[src/rtl/imem_loader_if.sv]
// imem_loader_if: load-control, byte-stream and IMEM write-port bundle for the instruction-memory loader
interface imem_loader_if #(parameter int ADDR_W = 8);
  logic              ld_start;
  logic [ADDR_W-1:0] ld_base;
  logic [7:0]        ld_count;
  logic              byte_valid;
  logic [7:0]        byte_data;
  logic              byte_ready;
  logic              mem_we;
  logic [ADDR_W-1:0] mem_addr;
  logic [31:0]       mem_wdata;
  logic              cpu_hold;
  logic              ld_busy;
  logic              ld_done;
  logic              ld_error;
  logic [7:0]        checksum;
  modport master (
    output ld_start, ld_base, ld_count, byte_valid, byte_data,
    input  byte_ready, mem_we, mem_addr, mem_wdata, cpu_hold, ld_busy, ld_done, ld_error, checksum
  );
  modport slave (
    input  ld_start, ld_base, ld_count, byte_valid, byte_data,
    output byte_ready, mem_we, mem_addr, mem_wdata, cpu_hold, ld_busy, ld_done, ld_error, checksum
  );
endinterface

[src/rtl/imem_loader.sv]
// imem_loader: assembles a big-endian byte stream into IMEM words, verifies a checksum trailer, holds the CPU in reset meanwhile
module imem_loader #(parameter int ADDR_W = 8) (
  input logic          SYS_clk,
  input logic          SYS_reset,
  imem_loader_if.slave bus
);
  typedef enum logic [2:0] {IDLE, RECV, WRITE, CHECK, DONE, ERROR} state_t;
  localparam int SW = (ADDR_W + 3 > 10) ? ADDR_W + 3 : 10;
  state_t            state;
  logic [ADDR_W-1:0] base;
  logic [7:0]        count;
  logic [7:0]        wcnt;
  logic [1:0]        idx;
  logic [23:0]       word;
  logic [SW-1:0]     end_addr;
  logic              bad_req;
  logic              take;
  // end address is formed wide enough that a request running past the top of IMEM cannot wrap
  assign end_addr = SW'(bus.ld_base) + (SW'(bus.ld_count) << 2);
  assign bad_req  = (bus.ld_count == '0) || (bus.ld_base[1:0] != 2'b00) || (end_addr > (SW'(1) << ADDR_W));
  assign take     = bus.byte_valid && bus.byte_ready;
  always_ff @(posedge SYS_clk or posedge SYS_reset) begin
    if (SYS_reset) begin
      state          <= IDLE;
      base           <= '0;
      count          <= '0;
      wcnt           <= '0;
      idx            <= '0;
      word           <= '0;
      bus.byte_ready <= 1'b0;
      bus.mem_we     <= 1'b0;
      bus.mem_addr   <= '0;
      bus.mem_wdata  <= '0;
      bus.cpu_hold   <= 1'b0;
      bus.ld_busy    <= 1'b0;
      bus.ld_done    <= 1'b0;
      bus.ld_error   <= 1'b0;
      bus.checksum   <= '0;
    end else begin
      case (state)
        IDLE, DONE, ERROR: if (bus.ld_start) begin
          base           <= bus.ld_base;
          count          <= bus.ld_count;
          wcnt           <= '0;
          idx            <= '0;
          bus.checksum   <= '0;
          bus.ld_done    <= 1'b0;
          bus.ld_error   <= bad_req;
          bus.ld_busy    <= !bad_req;
          bus.cpu_hold   <= !bad_req;
          bus.byte_ready <= !bad_req;
          state          <= bad_req ? ERROR : RECV;
        end
        RECV: if (take) begin
          word         <= {word[15:0], bus.byte_data};
          bus.checksum <= bus.checksum + bus.byte_data;
          idx          <= idx + 2'd1;
          if (idx == 2'd3) begin
            state          <= WRITE;
            bus.byte_ready <= 1'b0;
            bus.mem_we     <= 1'b1;
            bus.mem_addr   <= base + ADDR_W'({wcnt, 2'b00});
            bus.mem_wdata  <= {word, bus.byte_data};
          end
        end
        WRITE: begin
          bus.mem_we     <= 1'b0;
          bus.byte_ready <= 1'b1;
          wcnt           <= wcnt + 8'd1;
          state          <= ({1'b0, wcnt} + 9'd1 < {1'b0, count}) ? RECV : CHECK;
        end
        CHECK: if (take) begin
          bus.byte_ready <= 1'b0;
          bus.ld_busy    <= 1'b0;
          bus.cpu_hold   <= 1'b0;
          bus.ld_done    <= bus.byte_data == bus.checksum;
          bus.ld_error   <= bus.byte_data != bus.checksum;
          state          <= (bus.byte_data == bus.checksum) ? DONE : ERROR;
        end
        default: state <= IDLE;
      endcase
    end
  end
endmodule

[src/flat_wrapper.sv]
// flat-port wrapper written by rule: the top's interface ports become plain ports
module imem_loader_flat 
#(parameter int ADDR_W = 8)
  (SYS_clk, SYS_reset, bus_ld_start, bus_ld_base, bus_ld_count, bus_byte_valid, bus_byte_data, bus_byte_ready, bus_mem_we, bus_mem_addr, bus_mem_wdata, bus_cpu_hold, bus_ld_busy, bus_ld_done, bus_ld_error, bus_checksum);
  imem_loader_if #(.ADDR_W(ADDR_W)) bus_i ();
  input logic SYS_clk;
  input logic SYS_reset;
  input wire logic [$bits(bus_i.ld_start)-1:0] bus_ld_start;
  input wire logic [$bits(bus_i.ld_base)-1:0] bus_ld_base;
  input wire logic [$bits(bus_i.ld_count)-1:0] bus_ld_count;
  input wire logic [$bits(bus_i.byte_valid)-1:0] bus_byte_valid;
  input wire logic [$bits(bus_i.byte_data)-1:0] bus_byte_data;
  output wire logic [$bits(bus_i.byte_ready)-1:0] bus_byte_ready;
  output wire logic [$bits(bus_i.mem_we)-1:0] bus_mem_we;
  output wire logic [$bits(bus_i.mem_addr)-1:0] bus_mem_addr;
  output wire logic [$bits(bus_i.mem_wdata)-1:0] bus_mem_wdata;
  output wire logic [$bits(bus_i.cpu_hold)-1:0] bus_cpu_hold;
  output wire logic [$bits(bus_i.ld_busy)-1:0] bus_ld_busy;
  output wire logic [$bits(bus_i.ld_done)-1:0] bus_ld_done;
  output wire logic [$bits(bus_i.ld_error)-1:0] bus_ld_error;
  output wire logic [$bits(bus_i.checksum)-1:0] bus_checksum;
  assign bus_i.ld_start = bus_ld_start;
  assign bus_i.ld_base = bus_ld_base;
  assign bus_i.ld_count = bus_ld_count;
  assign bus_i.byte_valid = bus_byte_valid;
  assign bus_i.byte_data = bus_byte_data;
  assign bus_byte_ready = bus_i.byte_ready;
  assign bus_mem_we = bus_i.mem_we;
  assign bus_mem_addr = bus_i.mem_addr;
  assign bus_mem_wdata = bus_i.mem_wdata;
  assign bus_cpu_hold = bus_i.cpu_hold;
  assign bus_ld_busy = bus_i.ld_busy;
  assign bus_ld_done = bus_i.ld_done;
  assign bus_ld_error = bus_i.ld_error;
  assign bus_checksum = bus_i.checksum;
  imem_loader #(.ADDR_W(ADDR_W)) u_core (.SYS_clk(SYS_clk), .SYS_reset(SYS_reset), .bus(bus_i));
endmodule
[config.mk]
export PLATFORM = sky130hd
export DESIGN_NAME = imem_loader_flat
export DESIGN_NICKNAME = d
export VERILOG_FILES = /design/src/rtl/imem_loader_if.sv /design/src/rtl/imem_loader.sv /design/src/flat_wrapper.sv
export SDC_FILE = /design/constraint.sdc
export NUM_CORES = 1
export LEC_CHECK = 0
export CAP_MARGIN = 10
export CELL_PAD_IN_SITES_DETAIL_PLACEMENT = 0
export CELL_PAD_IN_SITES_GLOBAL_PLACEMENT = 1
export CORE_ASPECT_RATIO = 1.4
export CORE_MARGIN = 4
export CORE_UTILIZATION = 35
export CTS_CLUSTER_DIAMETER = 40
export CTS_CLUSTER_SIZE = 40
export DETAILED_ROUTE_END_ITERATION = 10
export GPL_TIMING_DRIVEN = 0
export PLACE_DENSITY_LB_ADDON = 0.1
export SLEW_MARGIN = 20
export SYNTH_ARGS = -nofsm -noshare
export SYNTH_HDL_FRONTEND = slang
export SYNTH_SLANG_ARGS = --single-unit
[constraint.sdc]
create_clock -name SYS_clk -period 4.89 [get_ports SYS_clk]
set_input_delay 0.978 -clock SYS_clk [delete_from_list [all_inputs] [get_ports SYS_clk]]
set_output_delay 0.978 -clock SYS_clk [all_outputs]
set_load 0.02 [all_outputs]
==> run_summary.xml, run 1 <==
<?xml version="1.0" encoding="UTF-8"?>
<metrics>
  <group name="status">
    <metric name="outcome" unit="">finished clean</metric>
  </group>
  <group name="global_route">
    <metric name="wire_length_of_the_first_global_routing_pass" unit="um">22600</metric>
    <metric name="vias_in_the_first_global_route" unit="">4490</metric>
    <metric name="groute.usage.overall" unit="%">16.1</metric>
    <metric name="gr-total-overflow" unit="">0</metric>
    <metric name="grt_antenna_before_repair" unit="">0</metric>
    <metric name="grt_max_degree" unit="">71</metric>
  </group>
  <group name="sta">
    <metric name="final_period_minus_worst_setup_slack" unit="ps">3280</metric>
    <metric name="relSlewSlack" unit="%">61.7</metric>
    <metric name="finalMaxSlewViolations" unit="">0</metric>
    <metric name="worst_pin_slew" unit="ps">572</metric>
    <metric name="worst_clock_skew" unit="ps">8.01</metric>
    <metric name="whs" unit="ps">473</metric>
    <metric name="hold_violations" unit="">0</metric>
    <metric name="max_freq" unit="MHz">305</metric>
    <metric name="period_share" unit="%">67.1</metric>
    <metric name="setup_viol_count_final" unit="">0</metric>
    <metric name="setup_repair_after_global_routing_missed_its_margin" unit="">false</metric>
  </group>
  <group name="finish">
    <metric name="finalNetCount" unit="">747</metric>
    <metric name="area_growth_syn_to_layout" unit="%">26.0</metric>
    <metric name="post_layout_nonfiller_instances" unit="">883</metric>
    <metric name="final_util" unit="%">45.6</metric>
    <metric name="antenna_cells" unit="">0</metric>
    <metric name="fin_area" unit="sq mm">0.00667</metric>
    <metric name="final_layout_size_suffix_gt1_share" unit="%">5.04</metric>
  </group>
  <group name="setup_path">
    <metric name="timing.critical_path.from" unit="">bus_ld_count[0]</metric>
    <metric name="max_stage_delay" unit="ps">460</metric>
    <metric name="cp_num_buf_inv" unit="">1</metric>
    <metric name="path_class" unit="">input port to flop</metric>
    <metric name="crit-reg2reg-capture" unit="">u_core.word[5]$_DFFE_PP0P_</metric>
    <metric name="reg2reg_slack" unit="ps">2910</metric>
    <metric name="critical_path.endpoint_type" unit="">flop</metric>
    <metric name="timing.critical_path.max_delay_family" unit="">compound AO/OA/AOI/OAI gates</metric>
    <metric name="cp.required" unit="ps">5130</metric>
    <metric name="arrival" unit="ps">3520</metric>
    <metric name="cp-start-kind" unit="">input port</metric>
    <metric name="critical-path-top-cell-by-count" unit="">sky130_fd_sc_hd__and2_4</metric>
    <metric name="crit_path_cell_trace" unit="">clkdlybuf4s50_1, ha_1, fa_1, a211o_1, and2_4, o41a_1, and2_4, o31a_1</metric>
    <metric name="reg2reg_depth" unit="">7</metric>
    <metric name="timing.critical_path.depth" unit="">8</metric>
    <metric name="cp_max_fo" unit="">4</metric>
    <metric name="slowest_stage" unit="">sky130_fd_sc_hd__clkdlybuf4s50_1</metric>
    <metric name="endpoint" unit="">u_core.bus.ld_error$_DFFE_PP0P_</metric>
    <metric name="worst_r2r_startpoint" unit="">u_core.state[2]$_DFFE_PP0P_</metric>
  </group>
  <group name="logic_synthesis">
    <metric name="synth_nets" unit="">654</metric>
    <metric name="synth_cells" unit="">596</metric>
    <metric name="synth.top_cell.area_share" unit="%">50.1</metric>
    <metric name="yosys.area.top_type" unit="">sky130_fd_sc_hd__dfrtp_1</metric>
    <metric name="synth_most_common_cell" unit="">sky130_fd_sc_hd__nand2_1</metric>
    <metric name="yosys_register_bits" unit="">106</metric>
    <metric name="mappedNetlistArea" unit="sq mm">0.00529</metric>
    <metric name="postSynth.asyncResetShare" unit="%">100</metric>
    <metric name="yosys-top-cells-area" unit="">sky130_fd_sc_hd__dfrtp_1 50%, sky130_fd_sc_hd__nand2_1 16%, sky130_fd_sc_hd__ha_1 6.4%</metric>
    <metric name="syn_avg_cell_area" unit="sq um">8.88</metric>
    <metric name="synth_top_flop_cell" unit="">sky130_fd_sc_hd__dfrtp_1</metric>
    <metric name="yosysWarningCount" unit="">0</metric>
    <metric name="ys_seq_area_share" unit="%">50.1</metric>
    <metric name="synth_edf_count" unit="">0</metric>
    <metric name="synth.distinct_cells" unit="">51</metric>
    <metric name="netlist_top_cells_count" unit="">231 x sky130_fd_sc_hd__nand2_1, 106 x sky130_fd_sc_hd__dfrtp_1, 33 x sky130_fd_sc_hd__o21ai_0</metric>
  </group>
  <group name="clocking">
    <metric name="clockBufferDepth" unit="">2</metric>
    <metric name="cts_hold_fix_bufs" unit="">0</metric>
    <metric name="post-cts-setup-buffer-count" unit="">0</metric>
    <metric name="cts_resized" unit="">0</metric>
    <metric name="cts.sinks" unit="">106</metric>
    <metric name="cts_buffers" unit="">9</metric>
    <metric name="clk-insertion-delay-late" unit="ps">350</metric>
    <metric name="tritoncts_clock_tree" unit="">built</metric>
    <metric name="clkSlewWorstSetupHoldPaths" unit="ps">70</metric>
    <metric name="htree_levels" unit="">3</metric>
    <metric name="cts_root_buffer" unit="">sky130_fd_sc_hd__clkbuf_16</metric>
  </group>
  <group name="power">
    <metric name="p_leak" unit="nW">3.30</metric>
    <metric name="power_per_cell_area" unit="mW/mm^2">361</metric>
    <metric name="vdd.ir_drop.worst" unit="mV">0.158</metric>
    <metric name="total_power" unit="W">0.00241</metric>
  </group>
  <group name="detailed_routing">
    <metric name="post_drt_wl_per_cell" unit="um">15.0</metric>
    <metric name="number_of_vias_per_cell_after_detailed_routing" unit="">4.89</metric>
    <metric name="remaining_design_rule_violation_count" unit="">0</metric>
    <metric name="routed_wl" unit="um">13200</metric>
    <metric name="drt_first_pass_iters" unit="">4</metric>
    <metric name="drtIter0Drc" unit="">167</metric>
    <metric name="ant_nets" unit="">0</metric>
    <metric name="num_vias" unit="">4320</metric>
  </group>
  <group name="floorplan">
    <metric name="chipWidth" unit="um">112</metric>
    <metric name="top_level_ports" unit="">82</metric>
    <metric name="core.rowCount" unit="">52</metric>
    <metric name="die_y" unit="um">154</metric>
    <metric name="floorplan.die_area" unit="sq mm">0.0172</metric>
    <metric name="fp.coreArea" unit="sq mm">0.0146</metric>
    <metric name="floorplan.initialDensity" unit="%">36.2</metric>
  </group>
  <group name="placed_design">
    <metric name="placement.cell_area" unit="sq mm">0.00637</metric>
    <metric name="routabilityCongestion" unit="">0.777</metric>
    <metric name="port_buffers" unit="">81</metric>
    <metric name="number_of_instances_in_the_placed_design" unit="">867</metric>
    <metric name="dpl.hpwl" unit="um">10200</metric>
  </group>
  <group name="worst_hold_path">
    <metric name="hold_path.class" unit="">flop to flop</metric>
  </group>
  <group name="job">
    <metric name="drv_cap" unit="">0</metric>
  </group>
</metrics>
cell usage in the layout (no fill, tap or decap), types with 2 or more instances in the layout:
cell type | netlist | final
sky130_fd_sc_hd__buf_2 | 9 | 9
sky130_fd_sc_hd__ha_1 | 27 | 27
sky130_fd_sc_hd__nor3b_1 | 3 | 3
sky130_fd_sc_hd__nand3_1 | 24 | 24
sky130_fd_sc_hd__fa_1 | 3 | 3
sky130_fd_sc_hd__or3_1 | 3 | 3
sky130_fd_sc_hd__and2_1 | 2 | 2
sky130_fd_sc_hd__a22o_1 | 5 | 5
sky130_fd_sc_hd__nand2b_1 | 3 | 3
sky130_fd_sc_hd__inv_1 | 18 | 17
sky130_fd_sc_hd__a211o_1 | 2 | 2
sky130_fd_sc_hd__o21ai_0 | 33 | 33
sky130_fd_sc_hd__clkbuf_16 | 0 | 9
sky130_fd_sc_hd__a31o_1 | 2 | 2
sky130_fd_sc_hd__clkbuf_1 | 13 | 13
sky130_fd_sc_hd__nor2_1 | 18 | 18
sky130_fd_sc_hd__nor4_1 | 2 | 2
sky130_fd_sc_hd__inv_6 | 0 | 2
sky130_fd_sc_hd__inv_8 | 0 | 2
sky130_fd_sc_hd__xor2_1 | 11 | 11
sky130_fd_sc_hd__nand2_1 | 231 | 231
sky130_fd_sc_hd__clkdlybuf4s50_1 | 0 | 81
sky130_fd_sc_hd__a21oi_1 | 13 | 13
sky130_fd_sc_hd__and2_4 | 2 | 2
sky130_fd_sc_hd__o31ai_1 | 2 | 2
sky130_fd_sc_hd__o21a_1 | 2 | 2
sky130_fd_sc_hd__dfrtp_1 | 106 | 106
sky130_fd_sc_hd__nor2b_1 | 3 | 3
sky130_fd_sc_hd__a211oi_1 | 6 | 6
sky130_fd_sc_hd__xnor2_1 | 7 | 7
sky130_fd_sc_hd__and3_1 | 4 | 4
sky130_fd_sc_hd__a21o_1 | 7 | 7
sky130_fd_sc_hd__clkbuf_8 | 0 | 2
sky130_fd_sc_hd__nor3_1 | 10 | 10
sky130_fd_sc_hd__o211ai_1 | 4 | 4
power by group:
part           switching (W)  internal [W]  total [W]
clock               0.000338      0.000383   0.000721
combinational       0.000324      0.000237   0.000561
sequential          0.000103       0.00102    0.00113
total               0.000765       0.00164    0.00241
worst min-delay path by stage:
stage | from | end | slack [ps] | cells past startpoint
after floorplan | u_core.base[0]$_DFFE_PP0P_ | u_core.bus.mem_addr[0]$_DFFE_PP0P_ | 440 | 2
after global placement | u_core.base[1]$_DFFE_PP0P_ | u_core.bus.mem_addr[1]$_DFFE_PP0P_ | 450 | 2
after detailed placement | u_core.word[20]$_DFFE_PP0P_ | u_core.bus.mem_wdata[28]$_DFFE_PP0P_ | 460 | 2
after CTS | u_core.word[20]$_DFFE_PP0P_ | u_core.bus.mem_wdata[28]$_DFFE_PP0P_ | 480 | 2
after global routing | u_core.bus.mem_wdata[12]$_DFFE_PP0P_ | u_core.bus.mem_wdata[12]$_DFFE_PP0P_ | 490 | 2
final | u_core.bus.mem_wdata[25]$_DFFE_PP0P_ | u_core.bus.mem_wdata[25]$_DFFE_PP0P_ | 470 | 2
cell families (layout without fill, tap and decap cells):
family          count (synthesis)  in the layout  synth area share [%]
simple gates                  311            311                  24.6
flops                         106            106                  50.1
mux                             1              1                 0.189
fa+ha+maj                      30             30                  7.52
xor+xnor                       18             18                  2.98
compound gates                 88             88                  11.2
buf+inv                        42            140                  3.40
state kept, by name, indices dropped and copies added (netlist names), 2 cells and up:
| register | cells |
|---|---|
| u_core.bus.mem_wdata | 32 |
| u_core.state | 3 |
| u_core.wcnt | 8 |
| u_core.bus.mem_addr | 8 |
| u_core.word | 24 |
| u_core.bus.checksum | 8 |
| u_core.base | 8 |
| u_core.idx | 2 |
| u_core.count | 8 |
area by class of cell:
class	count	area, sq um
Timing Repair Buffer	82	838
Clock inverter	5	45.0
Tap cell	189	236
Sequential cell	106	2650
Inverter	18	72.6
Clock buffer	11	253
Multi-Input combinational cell	448	2460
Buffer	24	113
Fill cell	1488	7970
through the flow:
| step | setup TNS (ps) | setup slack (ps) |
|---|---|---|
| detailed placement | 0 | 1240 |
| CTS | 0 | 1610 |
| finish | 0 | 1610 |
| global placement | -61380 | -587 |
| floorplan | 0 | 1120 |
| global route | 0 | 1560 |
per-layer routing:
layer	GRT usage, %	part of all wire [%]
met1	18.6	41
met2	29.8	53
met3	2.04	3.6
met4	6.24	2.5
met5	0	0
worst reg2reg max path: cells and delay by family, from the launching register on:
kind / cells / cell delay [ps]
buf+inv: 3 / 960
flops: 1 / 370
simple gates: 4 / 580
Power figures use the tool's default switching activity.
==> run 2, diff against run 1 <==
clock period = 3.4 ns   (was 4.89 ns; I/O delays follow)
==> run 2 against run 1 <==
Non-clock buffer count is 2 higher. Sequential power is 43% higher. Sequential share of layout area is 0.14 points lower. Clock skew is 0.51 ps lower. Critical path depth stayed put. Final cell count is 0.23% higher. Setup slack worse by 1200 ps. Clock power is 39% higher. Critical endpoint unchanged. Highest routed layer unchanged.
==> run_summary.xml, run 2 (synthesized netlist as in run 1, its figures left out) <==
<?xml version="1.0" encoding="UTF-8"?>
<metrics>
  <group name="detailed_routing">
    <metric name="post_drt_wl_per_cell" unit="um">14.9</metric>
    <metric name="drt_first_pass_iters" unit="">4</metric>
    <metric name="num_vias" unit="">4356</metric>
    <metric name="routed_wl" unit="um">13200</metric>
    <metric name="remaining_design_rule_violation_count" unit="">0</metric>
    <metric name="number_of_vias_per_cell_after_detailed_routing" unit="">4.92</metric>
    <metric name="ant_nets" unit="">0</metric>
    <metric name="drtIter0Drc" unit="">190</metric>
  </group>
  <group name="finish">
    <metric name="largestRegisters" unit="">u_core.bus.mem_wdata: 32 flops, u_core.word: 24 flops</metric>
    <metric name="most-common-layout-cells" unit="">231 x sky130_fd_sc_hd__nand2_1, 106 x sky130_fd_sc_hd__dfrtp_1, 81 x sky130_fd_sc_hd__clkdlybuf4s50_1</metric>
    <metric name="multi_input_area" unit="sq mm">0.00246</metric>
    <metric name="fill_cells" unit="">1513</metric>
    <metric name="most_common_cell_after_layout_fill_and_taps_aside" unit="">sky130_fd_sc_hd__nand2_1</metric>
    <metric name="area.sequential" unit="sq mm">0.00265</metric>
    <metric name="largest_register_ffs" unit="">32</metric>
    <metric name="post_layout_nonfiller_instances" unit="">885</metric>
    <metric name="area_growth_syn_to_layout" unit="%">26.5</metric>
    <metric name="fin_area" unit="sq mm">0.00670</metric>
    <metric name="regMostFlops" unit="">u_core.bus.mem_wdata</metric>
    <metric name="final_layout_size_suffix_gt1_share" unit="%">5.32</metric>
    <metric name="finalNetCount" unit="">749</metric>
    <metric name="antenna_cells" unit="">0</metric>
  </group>
  <group name="power">
    <metric name="vdd.ir_drop.worst" unit="mV">0.239</metric>
    <metric name="seqPwrFrac" unit="%">47.3</metric>
    <metric name="p_leak" unit="nW">3.30</metric>
    <metric name="total_power" unit="W">0.00343</metric>
    <metric name="internal_power" unit="W">0.00236</metric>
    <metric name="power.switching_fraction" unit="%">31.3</metric>
    <metric name="combinationalPowerShare" unit="%">23.5</metric>
    <metric name="power_per_cell_area" unit="mW/mm^2">513</metric>
    <metric name="net_switching_power_figure" unit="W">0.00108</metric>
    <metric name="clockPowerShare" unit="%">29.2</metric>
  </group>
  <group name="placed_design">
    <metric name="placement.cell_area" unit="sq mm">0.00640</metric>
    <metric name="routabilityCongestion" unit="">0.777</metric>
    <metric name="dpl.hpwl" unit="um">10400</metric>
    <metric name="port_buffers" unit="">81</metric>
    <metric name="number_of_instances_in_the_placed_design" unit="">869</metric>
  </group>
  <group name="clocking">
    <metric name="cts_buffers" unit="">9</metric>
    <metric name="clkSlewWorstSetupHoldPaths" unit="ps">70</metric>
    <metric name="cts_resized" unit="">0</metric>
    <metric name="clk-insertion-delay-late" unit="ps">340</metric>
    <metric name="cts_root_buffer" unit="">sky130_fd_sc_hd__clkbuf_16</metric>
    <metric name="tritoncts_clock_tree" unit="">built</metric>
    <metric name="htree_levels" unit="">3</metric>
    <metric name="cts.sinks" unit="">106</metric>
    <metric name="post-cts-setup-buffer-count" unit="">0</metric>
    <metric name="cts_hold_fix_bufs" unit="">0</metric>
    <metric name="clockBufferDepth" unit="">2</metric>
  </group>
  <group name="sta">
    <metric name="worst_pin_slew" unit="ps">562</metric>
    <metric name="setup_repair_after_global_routing_missed_its_margin" unit="">false</metric>
    <metric name="max_freq" unit="MHz">336</metric>
    <metric name="fin_tns_setup" unit="ps">0</metric>
    <metric name="worst_clock_skew" unit="ps">7.50</metric>
    <metric name="relSlewSlack" unit="%">62.5</metric>
    <metric name="final_period_minus_worst_setup_slack" unit="ps">2970</metric>
    <metric name="finalMaxSlewViolations" unit="">0</metric>
    <metric name="hold_violations" unit="">0</metric>
    <metric name="period_share" unit="%">87.4</metric>
    <metric name="setup_viol_count_final" unit="">0</metric>
  </group>
  <group name="global_route">
    <metric name="wire_length_of_the_first_global_routing_pass" unit="um">21900</metric>
    <metric name="groute.usage.overall" unit="%">15.7</metric>
    <metric name="gr-total-overflow" unit="">0</metric>
    <metric name="grt_antenna_before_repair" unit="">0</metric>
    <metric name="grt_max_degree" unit="">35</metric>
    <metric name="vias_in_the_first_global_route" unit="">4326</metric>
  </group>
  <group name="floorplan">
    <metric name="die_y" unit="um">154</metric>
    <metric name="top_level_ports" unit="">82</metric>
    <metric name="fp.coreArea" unit="sq mm">0.0146</metric>
    <metric name="floorplan.die_area" unit="sq mm">0.0172</metric>
    <metric name="core.rowCount" unit="">52</metric>
    <metric name="floorplan.initialDensity" unit="%">36.2</metric>
    <metric name="chipWidth" unit="um">112</metric>
  </group>
  <group name="setup_path">
    <metric name="cp-start-kind" unit="">input port</metric>
    <metric name="cp.required" unit="ps">3630</metric>
    <metric name="arrival" unit="ps">3210</metric>
    <metric name="critical_path.endpoint_type" unit="">flop</metric>
    <metric name="path_class" unit="">input port to flop</metric>
    <metric name="cp_max_fo" unit="">4</metric>
  </group>
  <group name="job">
    <metric name="drv_cap" unit="">0</metric>
  </group>
  <group name="worst_hold_path">
    <metric name="hold_path.class" unit="">flop to flop</metric>
  </group>
  <group name="status">
    <metric name="outcome" unit="">finished clean</metric>
  </group>
</metrics>
==> run 2: cell count changes in the layout (fill, tap and decap cells not counted), sizes merged <==
cell      before  now
clkinvlp       0    3
inv           21   18
buf           12   14
==> run 2: final timing paths <==
path	from	end	slack [ps]	depth (start not counted)
max in group asynchronous	SYS_reset	u_core.bus.mem_wdata[24]$_DFFE_PP0P_	1940	4
min reg2reg	u_core.bus.mem_wdata[28]$_DFFE_PP0P_	u_core.bus.mem_wdata[28]$_DFFE_PP0P_	470	2
max	bus_ld_count[0]	u_core.bus.ld_error$_DFFE_PP0P_	430	8
min in group asynchronous	SYS_reset	u_core.bus.ld_done$_DFFE_PP0P_	730	2
max reg2reg	u_core.state[2]$_DFFE_PP0P_	u_core.bus.mem_wdata[0]$_DFFE_PP0P_	1390	7
min	u_core.bus.mem_wdata[28]$_DFFE_PP0P_	u_core.bus.mem_wdata[28]$_DFFE_PP0P_	470	2
==> run 2: worst max-delay path, cell delays in order <==
cell,delay [ps]
sky130_fd_sc_hd__clkdlybuf4s50_1,450
sky130_fd_sc_hd__ha_1,260
sky130_fd_sc_hd__fa_1,420
sky130_fd_sc_hd__a211o_1,380
sky130_fd_sc_hd__and2_4,170
sky130_fd_sc_hd__o41a_1,400
sky130_fd_sc_hd__and2_4,190
sky130_fd_sc_hd__o31a_1,260
==> run 2: per-stage QoR <==
step | hold slack (ps) | util (%) | worst slack (ps)
final | 472 | 45.7 | 428
after global routing | 493 | 45.7 | 355
after CTS | 478 | 45.7 | 436
after detailed placement | 460 | 43.8 | 71.8
after global placement | 450 | 43.3 | 92.9
after floorplan | 439 | - | 717
==> run 2: routing by layer <==
| layer | vias up | share of wire [%] | GRT usage [%] |
|---|---|---|---|
| met5 | - | 0 | 0 |
| met4 | 0 | 1.4 | 4.87 |
| met3 | 15 | 3.6 | 2.60 |
| met2 | 84 | 55 | 29.5 |
| met1 | 2077 | 40 | 18.1 |
| li1 | 2180 | - | - |
==> run 2: power groups by stage <==
stage               Clock [W]  Combinational, W  Sequential [W]
global placement            0          0.000799         0.00165
CTS                   0.00104          0.000825         0.00163
floorplan                   0          0.000541         0.00163
finish                0.00100          0.000807         0.00162
detailed placement          0          0.000822         0.00165
global route          0.00110          0.000933         0.00165
==> run 2: layout make-up <==
| cell class | instances | area share (%) |
|---|---|---|
| flip-flops and latches | 106 | 39.6 |
| multi-input cells | 448 | 36.8 |
| repair buffers | 84 | 13.0 |
| clock buffers | 11 | 3.77 |
| well taps | 189 | 3.53 |
| plain buffers | 24 | 1.68 |
| inverters | 18 | 1.07 |
| clock inverters | 5 | 0.561 |
==> run 3, diff against run 2 <==
CORE_MARGIN = 2   (was 4)
==> run 3 against run 2 <==
Non-clock buffer count stayed put. Utilization fell by 0.97 points. Sequential power is essentially flat. Combinational power rose by 0.7%. Critical path type unchanged. Critical path depth is the same. Register-to-register slack worse by 80 ps. Hold slack got worse by 2.7 ps. Sequential share of layout area up 0.096 points. First-iteration DRC count fell by 21%.
==> run_summary.xml, run 3 (synthesized netlist as in run 1, its figures left out) <==
<?xml version="1.0" encoding="UTF-8"?>
<metrics>
  <group name="status">
    <metric name="outcome" unit="">finished clean</metric>
  </group>
  <group name="power">
    <metric name="power.switching_fraction" unit="%">31.9</metric>
    <metric name="power_per_cell_area" unit="mW/mm^2">510</metric>
    <metric name="total_power" unit="W">0.00341</metric>
    <metric name="combinationalPowerShare" unit="%">23.9</metric>
    <metric name="internal_power" unit="W">0.00232</metric>
    <metric name="net_switching_power_figure" unit="W">0.00109</metric>
    <metric name="vdd.ir_drop.worst" unit="mV">0.196</metric>
    <metric name="p_leak" unit="nW">3.29</metric>
    <metric name="clockPowerShare" unit="%">28.5</metric>
    <metric name="seqPwrFrac" unit="%">47.6</metric>
  </group>
  <group name="detailed_routing">
    <metric name="routed_wl" unit="um">13200</metric>
    <metric name="num_vias" unit="">4337</metric>
    <metric name="number_of_vias_per_cell_after_detailed_routing" unit="">4.88</metric>
    <metric name="drtIter0Drc" unit="">151</metric>
    <metric name="drt_first_pass_iters" unit="">4</metric>
    <metric name="remaining_design_rule_violation_count" unit="">0</metric>
    <metric name="post_drt_wl_per_cell" unit="um">14.9</metric>
    <metric name="ant_nets" unit="">0</metric>
  </group>
  <group name="placed_design">
    <metric name="routabilityCongestion" unit="">0.822</metric>
    <metric name="port_buffers" unit="">81</metric>
    <metric name="dpl.hpwl" unit="um">10400</metric>
    <metric name="setup_ws_pre_cts" unit="ps">83.0</metric>
  </group>
  <group name="finish">
    <metric name="largestRegisters" unit="">u_core.bus.mem_wdata: 32 flops, u_core.word: 24 flops</metric>
    <metric name="regMostFlops" unit="">u_core.bus.mem_wdata</metric>
    <metric name="final_layout_size_suffix_gt1_share" unit="%">5.03</metric>
    <metric name="finalNetCount" unit="">749</metric>
    <metric name="largest_register_ffs" unit="">32</metric>
    <metric name="most_common_cell_after_layout_fill_and_taps_aside" unit="">sky130_fd_sc_hd__nand2_1</metric>
    <metric name="fill_cells" unit="">1546</metric>
    <metric name="antenna_cells" unit="">0</metric>
    <metric name="area_growth_syn_to_layout" unit="%">26.2</metric>
    <metric name="most-common-layout-cells" unit="">231 x sky130_fd_sc_hd__nand2_1, 106 x sky130_fd_sc_hd__dfrtp_1, 81 x sky130_fd_sc_hd__clkdlybuf4s50_1</metric>
  </group>
  <group name="clocking">
    <metric name="cts_hold_fix_bufs" unit="">0</metric>
    <metric name="cts_root_buffer" unit="">sky130_fd_sc_hd__clkbuf_16</metric>
    <metric name="clkSlewWorstSetupHoldPaths" unit="ps">70</metric>
    <metric name="post-cts-setup-buffer-count" unit="">0</metric>
    <metric name="cts.sinks" unit="">106</metric>
    <metric name="tritoncts_clock_tree" unit="">built</metric>
    <metric name="clockBufferDepth" unit="">2</metric>
    <metric name="cts_buffers" unit="">9</metric>
    <metric name="htree_levels" unit="">3</metric>
    <metric name="clk-insertion-delay-late" unit="ps">350</metric>
    <metric name="cts_resized" unit="">0</metric>
  </group>
  <group name="global_route">
    <metric name="wire_length_of_the_first_global_routing_pass" unit="um">21500</metric>
    <metric name="gr-total-overflow" unit="">0</metric>
    <metric name="grt_max_degree" unit="">34</metric>
    <metric name="vias_in_the_first_global_route" unit="">4381</metric>
    <metric name="groute.usage.overall" unit="%">17.3</metric>
    <metric name="grt_antenna_before_repair" unit="">0</metric>
  </group>
  <group name="setup_path">
    <metric name="cp_max_fo" unit="">4</metric>
    <metric name="cp.required" unit="ps">3640</metric>
    <metric name="cp-start-kind" unit="">input port</metric>
    <metric name="critical_path.endpoint_type" unit="">flop</metric>
    <metric name="path_class" unit="">input port to flop</metric>
    <metric name="arrival" unit="ps">3180</metric>
  </group>
  <group name="floorplan">
    <metric name="die_y" unit="um">150</metric>
    <metric name="fp.coreArea" unit="sq mm">0.0149</metric>
    <metric name="chipWidth" unit="um">108</metric>
    <metric name="core.rowCount" unit="">53</metric>
    <metric name="top_level_ports" unit="">82</metric>
    <metric name="floorplan.die_area" unit="sq mm">0.0161</metric>
    <metric name="floorplan.initialDensity" unit="%">35.5</metric>
  </group>
  <group name="worst_hold_path">
    <metric name="hold_path.class" unit="">flop to flop</metric>
  </group>
  <group name="job">
    <metric name="drv_cap" unit="">0</metric>
  </group>
  <group name="sta">
    <metric name="period_share" unit="%">86.5</metric>
    <metric name="final_period_minus_worst_setup_slack" unit="ps">2940</metric>
    <metric name="max_freq" unit="MHz">340</metric>
    <metric name="relSlewSlack" unit="%">62.0</metric>
    <metric name="hold_violations" unit="">0</metric>
    <metric name="setup_repair_after_global_routing_missed_its_margin" unit="">false</metric>
    <metric name="setup_slack" unit="ps">461</metric>
    <metric name="setup_viol_count_final" unit="">0</metric>
    <metric name="worst_clock_skew" unit="ps">10.3</metric>
    <metric name="finalMaxSlewViolations" unit="">0</metric>
    <metric name="fin_tns_setup" unit="ps">0</metric>
    <metric name="worst_pin_slew" unit="ps">569</metric>
  </group>
</metrics>
run 3: changes by cell type in the layout (fill, tap and decap cells not counted):
| cell | before | now |
|---|---|---|
| sky130_fd_sc_hd__clkbuf_1 | 13 | 15 |
| sky130_fd_sc_hd__clkbuf_8 | 2 | 0 |
| sky130_fd_sc_hd__clkinv_4 | 1 | 0 |
| sky130_fd_sc_hd__inv_6 | 1 | 2 |
run 3: layout make-up:
type | count | area, sq um | share of cell area, %
Multi-Input combinational cell | 448 | 2460 | 36.8
Clock buffer | 11 | 233 | 3.48
Inverter | 18 | 71.3 | 1.07
Timing Repair Buffer | 84 | 871 | 13.0
Clock inverter | 5 | 37.5 | 0.562
Sequential cell | 106 | 2650 | 39.7
Tap cell | 192 | 240 | 3.60
Buffer | 24 | 113 | 1.69
run 3: worst max-delay path, stage by stage:
cell and delay [ps]:
sky130_fd_sc_hd__clkdlybuf4s50_1 440, sky130_fd_sc_hd__ha_1 250, sky130_fd_sc_hd__fa_1 420, sky130_fd_sc_hd__a211o_1 370, sky130_fd_sc_hd__and2_4 170, sky130_fd_sc_hd__o41a_1 390, sky130_fd_sc_hd__and2_4 180, sky130_fd_sc_hd__o31a_1 270
run 3: through the flow:
stage          hold WS (ps)  std cells  area (sq um)  util (%)
3_5_place_dp            460        872          6410      43.0
4_1_cts                 476        888          6680      44.8
3_3_place_gp            450        869          6350      42.5
2_1_floorplan           439        596          5300         -
6_report                469        888          6680      44.8
5_1_grt                 499        888          6680      44.8
run 3: power groups by stage:
stage	logic (W)	clock network, W	registers [W]
floorplan	0.000541	0	0.00163
global placement	0.000800	0	0.00165
detailed placement	0.000825	0	0.00165
CTS	0.000831	0.000997	0.00163
global route	0.000938	0.00105	0.00165
finish	0.000813	0.000973	0.00162
run 3: final timing paths:
check                      slack [ps]  cells after the start                                   end                         from
setup / recovery                  460                      8       u_core.bus.ld_error$_DFFE_PP0P_              bus_ld_count[0]
hold / removal                    470                      2  u_core.bus.mem_wdata[30]$_DFFE_PP0P_  u_core.word[22]$_DFFE_PP0P_
setup reg to reg                 1310                      7           u_core.word[10]$_DFFE_PP0P_  u_core.state[2]$_DFFE_PP0P_
hold reg to reg                   470                      2  u_core.bus.mem_wdata[30]$_DFFE_PP0P_  u_core.word[22]$_DFFE_PP0P_
max in group asynchronous        1920                      4  u_core.bus.mem_wdata[25]$_DFFE_PP0P_                    SYS_reset
min in group asynchronous         730                      2        u_core.bus.ld_done$_DFFE_PP0P_                    SYS_reset
run 3: routing by layer:
| layer | vias up | track usage (%) | share of wire [%] |
|---|---|---|---|
| met2 | 84 | 32.2 | 53 |
| met3 | 27 | 1.66 | 2.5 |
| met5 | - | 0 | 0 |
| met1 | 2038 | 19.2 | 40 |
| li1 | 2188 | - | - |
| met4 | 0 | 9.17 | 3.7 |
